[config.mk]
export PLATFORM = sky130hd
export DESIGN_NAME = axis_mem_port
export DESIGN_NICKNAME = d
export VERILOG_FILES = /design/src/rtl/proc_bridge_pkg.sv /design/src/rtl/resp_fifo.sv /design/src/rtl/axis_mem_port.sv
export SDC_FILE = /design/constraint.sdc
export NUM_CORES = 1
export LEC_CHECK = 0
export CAP_MARGIN = 15
export CORE_MARGIN = 3
export CORE_UTILIZATION = 40
export CTS_CLUSTER_DIAMETER = 50
export CTS_CLUSTER_SIZE = 14
export DETAILED_ROUTE_END_ITERATION = 12
export PLACE_DENSITY = 0.62
export SLEW_MARGIN = 30
export SYNTH_ARGS = -nofsm -noshare
export SYNTH_HDL_FRONTEND = slang
export SYNTH_SLANG_ARGS = --single-unit
[constraint.sdc]
create_clock -name clk_in -period 11.45 [get_ports clk_in]
set_clock_uncertainty 0.1 [all_clocks]
set_input_delay 2.29 -clock clk_in [delete_from_list [all_inputs] [get_ports clk_in]]
set_output_delay 2.29 -clock clk_in [all_outputs]
set_load 0.01 [all_outputs]
[src/rtl/proc_bridge_pkg.sv]
// Shared definitions for the AXI-stream to memory-port bridge: beat/address
// widths, header layout and the controller state encoding.
package proc_bridge_pkg;
    localparam int BEAT_W       = 128;
    localparam int ADDR_W       = 27;
    localparam int HDR_WEN_BIT  = 0;
    localparam int HDR_LEN_LSB  = 1;
    localparam int HDR_ADDR_LSB = HDR_LEN_LSB + ADDR_W;

    typedef struct packed {
        logic [ADDR_W-1:0] addr;
        logic [ADDR_W-1:0] stream_length;
        logic              wen;
    } channel_update_t;

    typedef enum logic [1:0] {ST_IDLE, ST_WRITE, ST_READ} state_e;

    function automatic channel_update_t decode_hdr(input logic [BEAT_W-1:0] d);
        channel_update_t cu;
        cu.wen           = d[HDR_WEN_BIT];
        cu.stream_length = d[HDR_LEN_LSB +: ADDR_W];
        cu.addr          = d[HDR_ADDR_LSB +: ADDR_W];
        return cu;
    endfunction
endpackage

[src/rtl/resp_fifo.sv]
// Synchronous FIFO holding read-return beats (payload plus last flag).
module resp_fifo #(
    parameter int WIDTH = 129,
    parameter int DEPTH = 8
) (
    input  logic                     clk_in,
    input  logic                     rst_in,
    input  logic                     push_i,
    input  logic [WIDTH-1:0]         din_i,
    input  logic                     pop_i,
    output logic [WIDTH-1:0]         dout_o,
    output logic                     full_o,
    output logic                     empty_o,
    output logic [$clog2(DEPTH):0]   count_o
);
    localparam int AW = $clog2(DEPTH);
    localparam logic [AW:0] FULL_CNT = (AW+1)'(DEPTH);

    logic [WIDTH-1:0] mem_q [DEPTH];
    logic [AW-1:0]    wp_q, rp_q;
    logic [AW:0]      cnt_q;
    logic             do_push, do_pop;

    assign full_o  = (cnt_q == FULL_CNT);
    assign empty_o = (cnt_q == '0);
    assign count_o = cnt_q;
    assign dout_o  = mem_q[rp_q];
    assign do_push = push_i && !full_o;
    assign do_pop  = pop_i && !empty_o;

    always_ff @(posedge clk_in or negedge rst_in) begin
        if (!rst_in) begin
            wp_q  <= '0;
            rp_q  <= '0;
            cnt_q <= '0;
        end else begin
            wp_q  <= wp_q + AW'(do_push);
            rp_q  <= rp_q + AW'(do_pop);
            cnt_q <= cnt_q + (AW+1)'(do_push) - (AW+1)'(do_pop);
        end
    end

    always_ff @(posedge clk_in) begin
        if (do_push) mem_q[wp_q] <= din_i;
    end
endmodule

[src/rtl/axis_mem_port.sv]
// Bridges a header-framed AXI-stream request channel onto a simple memory
// command port, returning read data as bursts on a response stream.
module axis_mem_port
    import proc_bridge_pkg::*;
#(
    parameter int FIFO_DEPTH = 8
) (
    input  logic              clk_in,
    input  logic              rst_in,
    input  logic [BEAT_W-1:0] req_axis_data,
    input  logic              req_axis_tuser,
    input  logic              req_axis_valid,
    output logic              req_axis_ready,
    output logic              mem_cmd_valid,
    input  logic              mem_cmd_ready,
    output logic              mem_cmd_wen,
    output logic [ADDR_W-1:0] mem_cmd_addr,
    output logic [BEAT_W-1:0] mem_cmd_wdata,
    input  logic              mem_rdata_valid,
    input  logic [BEAT_W-1:0] mem_rdata,
    output logic [BEAT_W-1:0] resp_axis_data,
    output logic              resp_axis_valid,
    input  logic              resp_axis_ready,
    output logic              resp_axis_tuser,
    output logic [7:0]        err_count_out
);
    localparam int CW = $clog2(FIFO_DEPTH);
    localparam logic [CW+1:0] DEPTH_CNT = (CW+2)'(FIFO_DEPTH);

    state_e            state_q, state_d;
    logic [ADDR_W-1:0] addr_q, addr_d, cnt_q, cnt_d;
    logic [CW:0]       outst_q, outst_d;
    logic [7:0]        err_q, err_d;
    logic [FIFO_DEPTH-1:0] lf_q;
    logic [CW-1:0]     lf_wp_q, lf_rp_q;

    channel_update_t   hdr;
    logic              hdr_take, proto_err, cmd_fire, rd_issue, rd_push, stray, credit_ok;
    logic [CW:0]       f_count;
    logic              f_full, f_empty;
    logic [BEAT_W:0]   f_dout;
    logic [8:0]        err_sum;

    assign hdr       = decode_hdr(req_axis_data);
    // Outstanding reads plus buffered beats must fit the FIFO, so returns never overflow it.
    assign credit_ok = ({1'b0, outst_q} + {1'b0, f_count}) < DEPTH_CNT && !f_full;

    always_comb begin
        req_axis_ready = 1'b0;
        mem_cmd_valid  = 1'b0;
        mem_cmd_wen    = 1'b0;
        mem_cmd_wdata  = '0;
        mem_cmd_addr   = addr_q;
        hdr_take       = 1'b0;
        proto_err      = 1'b0;
        case (state_q)
            ST_IDLE: begin
                req_axis_ready = 1'b1;
                hdr_take       = req_axis_valid && req_axis_tuser;
                proto_err      = req_axis_valid && !req_axis_tuser;
            end
            ST_WRITE: begin
                if (req_axis_tuser) begin
                    req_axis_ready = 1'b1;
                    hdr_take       = req_axis_valid;
                    proto_err      = req_axis_valid;
                end else begin
                    req_axis_ready = mem_cmd_ready;
                    mem_cmd_valid  = req_axis_valid;
                    mem_cmd_wen    = 1'b1;
                    mem_cmd_wdata  = req_axis_data;
                end
            end
            ST_READ: mem_cmd_valid = credit_ok;
            default: ;
        endcase
    end

    assign cmd_fire = mem_cmd_valid && mem_cmd_ready;
    assign rd_issue = cmd_fire && (state_q == ST_READ);
    assign rd_push  = mem_rdata_valid && (outst_q != '0);
    assign stray    = mem_rdata_valid && (outst_q == '0);
    assign outst_d  = outst_q + (CW+1)'(rd_issue) - (CW+1)'(rd_push);
    assign err_sum  = {1'b0, err_q} + 9'(proto_err) + 9'(stray);
    assign err_d    = err_sum[8] ? 8'hFF : err_sum[7:0];

    always_comb begin
        state_d = state_q;
        addr_d  = addr_q;
        cnt_d   = cnt_q;
        if (hdr_take) begin
            addr_d  = hdr.addr;
            cnt_d   = hdr.stream_length;
            if (hdr.stream_length == '0) state_d = ST_IDLE;
            else                         state_d = hdr.wen ? ST_WRITE : ST_READ;
        end else if (cmd_fire) begin
            addr_d = addr_q + ADDR_W'(1);
            cnt_d  = cnt_q - ADDR_W'(1);
            if (cnt_q == ADDR_W'(1)) state_d = ST_IDLE;
        end
    end

    always_ff @(posedge clk_in or negedge rst_in) begin
        if (!rst_in) begin
            state_q <= ST_IDLE;
            addr_q  <= '0;
            cnt_q   <= '0;
            outst_q <= '0;
            err_q   <= '0;
            lf_q    <= '0;
            lf_wp_q <= '0;
            lf_rp_q <= '0;
        end else begin
            state_q <= state_d;
            addr_q  <= addr_d;
            cnt_q   <= cnt_d;
            outst_q <= outst_d;
            err_q   <= err_d;
            if (rd_issue) begin
                lf_q[lf_wp_q] <= (cnt_q == ADDR_W'(1));
                lf_wp_q       <= lf_wp_q + CW'(1);
            end
            if (rd_push) lf_rp_q <= lf_rp_q + CW'(1);
        end
    end

    resp_fifo #(.WIDTH(BEAT_W+1), .DEPTH(FIFO_DEPTH)) u_fifo (
        .clk_in  (clk_in),
        .rst_in  (rst_in),
        .push_i  (rd_push),
        .din_i   ({lf_q[lf_rp_q], mem_rdata}),
        .pop_i   (resp_axis_valid && resp_axis_ready),
        .dout_o  (f_dout),
        .full_o  (f_full),
        .empty_o (f_empty),
        .count_o (f_count)
    );

    assign resp_axis_valid = !f_empty;
    assign resp_axis_tuser = f_dout[BEAT_W] && !f_empty;
    assign resp_axis_data  = f_dout[BEAT_W-1:0];
    assign err_count_out   = err_q;
endmodule

==> After elaboration in Yosys (flattened, before gate mapping) <==
Memory sizes are Yosys's and may differ from the RTL's.
Cells that the tools add are included.
{ "totals": {"regBits": 92, "ramBits": 1032, "out_inout_bits": 296, "elab_cells": 84, "memories": 1} }
{ "memory_table": {"columns": ["memory", "depth", "word_bits", "rd", "rd_clocked_by_memory_dff", "write_ports", "line_no", "source"], "rows": [
  ["u_fifo.mem_q", 8, 129, 1, 0, 1, "resp_fifo.sv:19", "logic [WIDTH-1:0] mem_q [DEPTH];"]
]} }
{ "op_classes": {"add_sub_neg": 13, "magnitude_cmp": 4, "n_eq_ne": 4, "mux": 28, "n_reduce_logical": 23} }
{ "op_table": {"columns": ["cell", "n"], "rows": [
  ["$mux 128", 2],
  ["$mux 27", 4],
  ["$add 27x1->27 const B", 1],
  ["$eq 27x1->1 const B", 1],
  ["$logic_not 27->1", 1],
  ["$sub 27x1->27 const B", 1],
  ["$logic_and 1x1->1", 12],
  ["$mux 2", 5],
  ["$add 8x1->9", 1],
  ["$add 9x1->9", 1],
  ["$mux 1", 9],
  ["$add 4x1->4", 2],
  ["$bwmux 8", 1],
  ["$logic_not 4->1", 2],
  ["$lt 3x4->1 const B", 2],
  ["$mux 8", 1],
  ["$pmux 1 s2", 4],
  ["$sub 4x1->4", 2],
  ["$add 3x1->3", 2],
  ["$add 3x1->3 const B", 2],
  ["$add 4x4->5", 1],
  ["$lt 5x4->1 const B", 1],
  ["$eq 4x4->1 const B", 1],
  ["$reduce_bool 2->1", 2],
  ["other kinds (9)", 11]
]} }

==> Logic depth before layout (Yosys ltp) <==
Gate-level depths: netlist of the first run.
{ "depth": {"word_depth": 8, "mapped_depth": 13} }

==> Modules after synthesis <==
From an unflattened synthesis of the first run, not the netlist that was laid out.
{ "hier_totals": {"cells_unflattened": 2198, "hier_area_um2": 45573.7} }
{ "modules_own_cells": {"columns": ["mod", "instances", "cells_per_inst", "area_each_um2", "seq_area_each_um2"], "rows": [
  ["resp_fifo", 1, 1542, 39784.4, 31240.0],
  ["axis_mem_port", 1, 656, 5789.3, 2052.0]
]} }

==> Worst setup path after synthesis of the first run <==
OpenSTA, ideal clock, no wires.
{ "synth_path": {"path_type": "input port to flip-flop", "start": "input mem_rdata_valid", "end": "memory u_fifo.mem_q[0][0], enable pin", "setup_time_ns": 0.775, "arrival_ns": 11.526, "required_ns": 10.575, "slack_ns": -0.951, "stages": 3, "n_path_buf": 0, "cell_sequence": "nand2b_1 or3_1 nor3_1"} }
{ "synth_between": {"elab_chain_cells": 4} }
{ "synth_lines": {"columns": ["item", "line_no", "source"], "rows": [
  ["start: declaration", "axis_mem_port.sv:19", "input logic mem_rdata_valid,"],
  ["$logic_and 1x1->1", "axis_mem_port.sv:81", "assign rd_push = mem_rdata_valid && (outst_q != '0);"],
  ["$logic_and 1x1->1", "resp_fifo.sv:28", "assign do_push = push_i && !full_o;"],
  ["$mux 1", "resp_fifo.sv:44", "if (do_push) mem_q[wp_q] <= din_i;"],
  ["$mux 1 (implied by the code)", "resp_fifo.sv:44", null],
  ["end: declaration", "resp_fifo.sv:19", null]
]} }
Every way passes these cells.

==> Worst setup path after layout of the first run <==
{ "layout_path": {"start": "register u_fifo.rp_q[0]", "end": "output resp_axis_data[41]"} }
{ "layout_between": {"elab_chain_cells": 1} }
{ "layout_lines": {"columns": ["item", "line_no", "source"], "rows": [
  ["start: declaration", "resp_fifo.sv:20", "logic [AW-1:0] wp_q, rp_q;"],
  ["start signal: assignment", "resp_fifo.sv:38", "rp_q <= rp_q + AW'(do_pop);"],
  ["$mem_v2 8x129", null, null],
  ["end: declaration", "axis_mem_port.sv:21", "output logic [BEAT_W-1:0] resp_axis_data,"]
]} }
Every way passes these cells.

==> results of run 1 <==
## cell usage in the layout, fill, tap and decap left out, types with 14 or more instances in the layout
| cell | netlist | layout |
|---|---|---|
| nor2_1 | 32 | 26 |
| dfrtp_1 | 92 | 89 |
| buf_4 | 0 | 32 |
| mux2_2 | 139 | 139 |
| mux4_2 | 260 | 260 |
| nor4_1 | 14 | 14 |
| edfxtp_1 | 1032 | 1032 |
| clkbuf_16 | 0 | 113 |
| nand3_1 | 22 | 22 |
| xnor2_1 | 49 | 49 |
| o21ai_0 | 29 | 29 |
| a21oi_1 | 16 | 16 |
| nor3_1 | 24 | 22 |
| and2_1 | 133 | 133 |
| ha_1 | 27 | 27 |
| clkdlybuf4s50_1 | 0 | 557 |
| nand2_1 | 70 | 69 |
| inv_1 | 24 | 24 |
## logic make-up after synthesis
group / count (synthesis)
adder cells (fa/ha/maj): 30
AO/OA/AOI/OAI: 74
multiplexers: 402
AND/OR/NAND/NOR: 377
buffers and inverters: 138
flip-flops: 1124
XOR/XNOR: 58
## how the worst max path moves through the flow
stage / from / endpoint / slack, ns / depth (start not counted)
floorplan: mem_rdata_valid / u_fifo.mem_q[4][0]$_DFFE_PP_ / 2.51 / 3
global placement: req_axis_tuser / mem_cmd_wdata[98] / 4.62 / 5
detailed placement: req_axis_tuser / mem_cmd_wdata[99] / 4.49 / 5
CTS: u_fifo.rp_q[0]$_DFF_PN0_ / resp_axis_data[48] / 4.26 / 5
global route: u_fifo.rp_q[0]$_DFF_PN0_ / resp_axis_data[41] / 4.07 / 5
finish: u_fifo.rp_q[0]$_DFF_PN0_ / resp_axis_data[41] / 4.47 / 5
## metrics by stage
stage / total power, mW / utilization (%) / setup slack, ns
floorplan: 8.44 / - / 2.51
global placement: 10.5 / 47.1 / 4.62
detailed placement: 10.6 / 47.1 / 4.49
CTS: 14.2 / 50.4 / 4.26
global route: 14.7 / 50.4 / 4.07
finish: 14.0 / 50.4 / 4.47
## final cells by class
type                    instances  share of cell area (%)
flip-flops and latches       1124                    59.4
clock inverters                59                    1.27
clock buffers                 124                    5.17
diodes                          7                  0.0313
inverters                      25                   0.176
multi-input cells             941                    20.0
well taps                    1488                    3.32
repair buffers                598                    10.6
## power breakdown
group	leakage, nW	switching [mW]	internal (mW)
clock	1.73	1.56	2.02
combinational	5.92	2.31	2.50
sequential	10.5	0.383	5.22
## state kept, by name, indices dropped and copies added, names as in the netlist
signal and flops:
outst_q 4, lf_wp_q 3, mem_cmd_addr 27, lf_q 8, u_fifo.count_o 4, cnt_q 27, lf_rp_q 3, state_q 2
err_count_out 8, u_fifo.mem_q 1032, u_fifo.wp_q 3, u_fifo.rp_q 3
## worst register-to-register path, delay by kind of cell (launching register included)
kind | cells | cell delay [ns]
DFF | 1 | 0.36
adders and majority gates | 1 | 0.19
and+or+nand+nor | 5 | 1.71
buffers and inverters | 3 | 1.40
## routing by layer
metal / routed length, um / GRT usage, %
met5: 112 / 0
met4: 2150 / 4.84
met3: 7960 / 4.96
met2: 56700 / 32.9
met1: 44900 / 24.4
==> impl_metrics.ini, run 1 <==
[routing]
drtIter0Drc = 1412
wl_per_cell_um = 25.6
drc = 0
ant_nets = 0
firstDrtPassIters = 4
viasPerCell = 5.25
postRouteWirelength_mm = 112
vias = 22900

[synthesis]
synthArstFlopShare_pct = 8.19
synth_warnings = 0
synth_compound_area_share_pct = 0.996
yosys.area_share.simple_pct = 5.13
ys_seq_area_share_pct = 74.0
syn_area_sq_um = 45000
synth_adder_area_share_pct = 0.885
synth_area_per_cell_sq_um = 20.4
syn-num-nets = 2496
synthTopCellsByArea = edfxtp_1 (69%), mux4_2 (13%), dfrtp_1 (5.1%), mux2_2 (3.5%), and2_1 (1.9%)
synth_cell_types = 60
synth_top_family_by_area = multiplexers
synth_top_area_cell = edfxtp_1
synth.top_cell.area_share_pct = 68.9
muxShareOfSynthArea_pct = 16.6
synthCells = 2203
synth_xor_area_share_pct = 1.13
synth_edf_count = 1032
ys_ff_latch = 1124
synth_ff_type = edfxtp_1
yosysMostFrequentCell = edfxtp_1
ys_top_cells_by_count = edfxtp_1 (1,032), mux4_2 (260), mux2_2 (139)

[layout]
fillCellCount = 9005
finalInstanceArea_sq_um = 56100
seq_area_sq_um = 33300
drive_gt1_share_pct = 22.7
final_cells = 4366
fin_nets = 3095
multi_input_area_sq_um = 11200
area_growth_pct = 24.6

[placed_design]
hpwl_mm = 67.1
placedCellCount = 4174
place_area_sq_um = 52400
gp_congestion = 0.898
numPortBuffers = 558

[floorplanning]
die_area_sq_um = 116000
core.rowCount = 122
die_y_um = 341
ioPinCount = 559
core_area_sq_um = 111000
start_util_pct = 40.5
die_w_um = 341

[sta]
timing.slew.headroom_pct = 36.2
holdWs_ns = 0.401
fmax_mhz = 143
worst_pin_slew_ns = 0.957
setup_viol = 0
rsz0062_at_grt = no
post-route-period-util_pct = 60.9
tns_ns = 0
hold_violations = 0
final.min_clock_period_ns = 6.98
drv_slew = 0

[min_path]
hold_depth = 1
hold_path_class = flip-flop to flip-flop
hold_start = lf_q[1]$_DFFE_PN0P_
hold-path-endpoint = lf_q[1]$_DFFE_PN0P_

[clock_tree]
cts_buffers = 112
clkTransAtPathRegs_ns = 0.06
cts_resized = 0
clock_path_buffers = 3
cts_setup_buffers = 0
cts_tree = done
htree_num_levels = 3
cts_num_sinks = 1124
clk_latency_ns = 0.69
cts_root_buffer = clkbuf_16
hold_buffers = 0

[grt]
antenna_found_initial = 14
grt.total_usage_pct = 19.2
grt_overflow_total = 0
grt_pass1_wl_mm = 165
grt_max_degree = 130
grt_pass1_vias = 24700

[power_and_ir_drop]
power_density_nw_per_um2 = 250
ir_drop_v = 0.000187
p_leak_nw = 18.1

[critical_path]
timing.reg2reg.worst_path_depth = 9
r2r_slack_ns = 7.23
crit-reg2reg-launch = outst_q[2]$_DFF_PN0_
critPathKind = flip-flop to primary output
required_ns = 9.06
r2r-end = u_fifo.mem_q[5][61]$_DFFE_PP_
slowest_stage = dfrtp_4
cp-end-kind = primary output
slowest_delay_ns = 0.94
crit_chain = buf_4, buf_12, mux4_2, mux2_2, clkdlybuf4s50_1
worstPathArrival_ns = 4.59
cp_top_family = buffers and inverters
worstPathBufferInverterCount = 3
crit_fanout = 84
cp-start-kind = flip-flop

[status]
outcome = finished, final reports clean

[flow_run]
drv_cap = 0
(Power assumes the default switching activity.)
==> inputs of run 2 (changes only) <==
PLACE_DENSITY = 0.6   (was 0.62)
clock period = 6.65 ns   (was 11.45 ns; I/O delays follow)
==> run 2 against run 1 <==
Clock-buffer cell count up 2. Utilization up 0.27 points. Sequential share of layout area down 0.32 points. Critical path type is now input pin to primary output. Critical endpoint is now mem_cmd_wdata[18]. Total power up 74%. Sequential power up 71%. Register-to-register slack worse by 4.2 ns. Combinational power up 74%. Global-route usage down 0.54 points. Hold slack worse by 0.012 ns. Non-clock buffer count down 3.
==> impl_metrics.ini, run 2 (synthesized netlist as in run 1, its figures left out) <==
[clock_tree]
cts_root_buffer = clkbuf_16
cts_num_sinks = 1124
clock_path_buffers = 3
cts_tree = done
cts_resized = 0
hold_buffers = 0
clkTransAtPathRegs_ns = 0.06
cts_buffers = 114
htree_num_levels = 3
cts_setup_buffers = 0
clk_latency_ns = 0.68

[sta]
holdWs_ns = 0.389
setup_viol = 0
final.min_clock_period_ns = 4.99
worst_pin_slew_ns = 0.911
tns_ns = 0
fmax_mhz = 200
timing.slew.headroom_pct = 39.1
drv_slew = 0
rsz0062_at_grt = no
post-route-period-util_pct = 75.1
hold_violations = 0

[layout]
final_cells = 4378
largest_reg_flops = 1032
area_growth_pct = 25.3
finalInstanceArea_sq_um = 56400
top_register = u_fifo.mem_q
fin_nets = 3094
fillCellCount = 8993
final_util_pct = 50.7
mostFrequentLayoutCells = edfxtp_1 (1,032), clkdlybuf4s50_1 (557), mux4_2 (260)
drive_gt1_share_pct = 22.7
final_common_cell = edfxtp_1

[critical_path]
timing.reg2reg.worst_path_depth = 11
critPathKind = input pin to primary output
crit_fanout = 129
worstPathArrival_ns = 3.56
cp-end-kind = primary output
required_ns = 5.22
cp-start-kind = input pin

[grt]
grt_max_degree = 130
grt_pass1_wl_mm = 162
grt.total_usage_pct = 18.6
antenna_found_initial = 18
grt_overflow_total = 0
grt_pass1_vias = 24900

[power_and_ir_drop]
power_density_nw_per_um2 = 432
ir_drop_v = 0.000258
p_leak_nw = 18.3

[routing]
postRouteWirelength_mm = 109
viasPerCell = 5.26
wl_per_cell_um = 24.9
drc = 0
vias = 23000
drtIter0Drc = 1561
ant_nets = 0
firstDrtPassIters = 6

[floorplanning]
die_w_um = 341
die_area_sq_um = 116000
start_util_pct = 40.5
ioPinCount = 559
die_y_um = 341
core.rowCount = 122
core_area_sq_um = 111000

[placed_design]
hpwl_mm = 63.4
placedCellCount = 4172
place_area_sq_um = 52600
numPortBuffers = 558
gp_congestion = 0.835

[flow_run]
drv_cap = 0

[min_path]
hold_depth = 1
hold_path_class = flip-flop to flip-flop

[status]
outcome = finished, final reports clean
==> run 2: cell count changes in the layout (fill, tap and decap cells not counted), moves of 4 or more <==
| cell | before | now |
|---|---|---|
| clkinvlp_4 | 10 | 6 |
| buf_4 | 32 | 18 |
| clkinv_1 | 7 | 13 |
| buf_6 | 5 | 0 |
| buf_12 | 3 | 20 |
==> run 2: layout make-up <==
| class | count | area, sq um | area share [%] |
|---|---|---|---|
| Timing Repair Buffer | 595 | 6110 | 10.8 |
| Sequential cell | 1124 | 33300 | 59.1 |
| Antenna cell | 9 | 22.5 | 0.0400 |
| Clock buffer | 126 | 2920 | 5.18 |
| Tap cell | 1488 | 1860 | 3.30 |
| Clock inverter | 70 | 835 | 1.48 |
| Multi-Input combinational cell | 941 | 11200 | 19.9 |
| Inverter | 25 | 98.8 | 0.175 |
==> run 2: worst paths after layout <==
| path | from | end | slack (ns) |
|---|---|---|---|
| max reg2reg | u_fifo.count_o[3]$_DFF_PN0_ | outst_q[2]$_DFF_PN0_ | 2.99 |
| max | req_axis_tuser | mem_cmd_wdata[18] | 1.66 |
| max in group asynchronous | rst_in | mem_cmd_addr[12]$_DFFE_PN0P_ | 4.76 |
| min in group asynchronous | rst_in | cnt_q[12]$_DFFE_PN0P_ | 0.56 |
| min | lf_rp_q[2]$_DFFE_PN0P_ | lf_rp_q[2]$_DFFE_PN0P_ | 0.39 |
| min reg2reg | lf_rp_q[2]$_DFFE_PN0P_ | lf_rp_q[2]$_DFFE_PN0P_ | 0.39 |
==> run 2: per-layer routing <==
layer	GRT usage, %	vias to the layer above	wire (um)
li1	-	10100	-
met1	24.1	12100	44900
met2	31.5	635	55400
met3	4.25	154	6390
met4	5.65	12	2450
met5	0	-	79
==> run 2: where the power goes <==
part           switching (mW)  internal, mW  total [mW]
Clock                    2.74          3.60        6.35
Sequential              0.616          8.98        9.60
Combinational            4.02          4.37        8.39
==> run 2: metrics by stage <==
step | total power [mW] | worst slack, ns
after detailed placement | 18.3 | 1.69
after CTS | 24.7 | 1.27
after global routing | 25.5 | 1.52
after floorplan | 14.5 | -1.32
final | 24.3 | 1.66
after global placement | 18.2 | 1.85
==> run 2: critical path: stages <==
cell,delay (ns)
clkdlybuf4s50_1,0.54
nor2b_4,0.15
buf_4,0.68
and2_1,0.25
clkdlybuf4s50_1,0.54
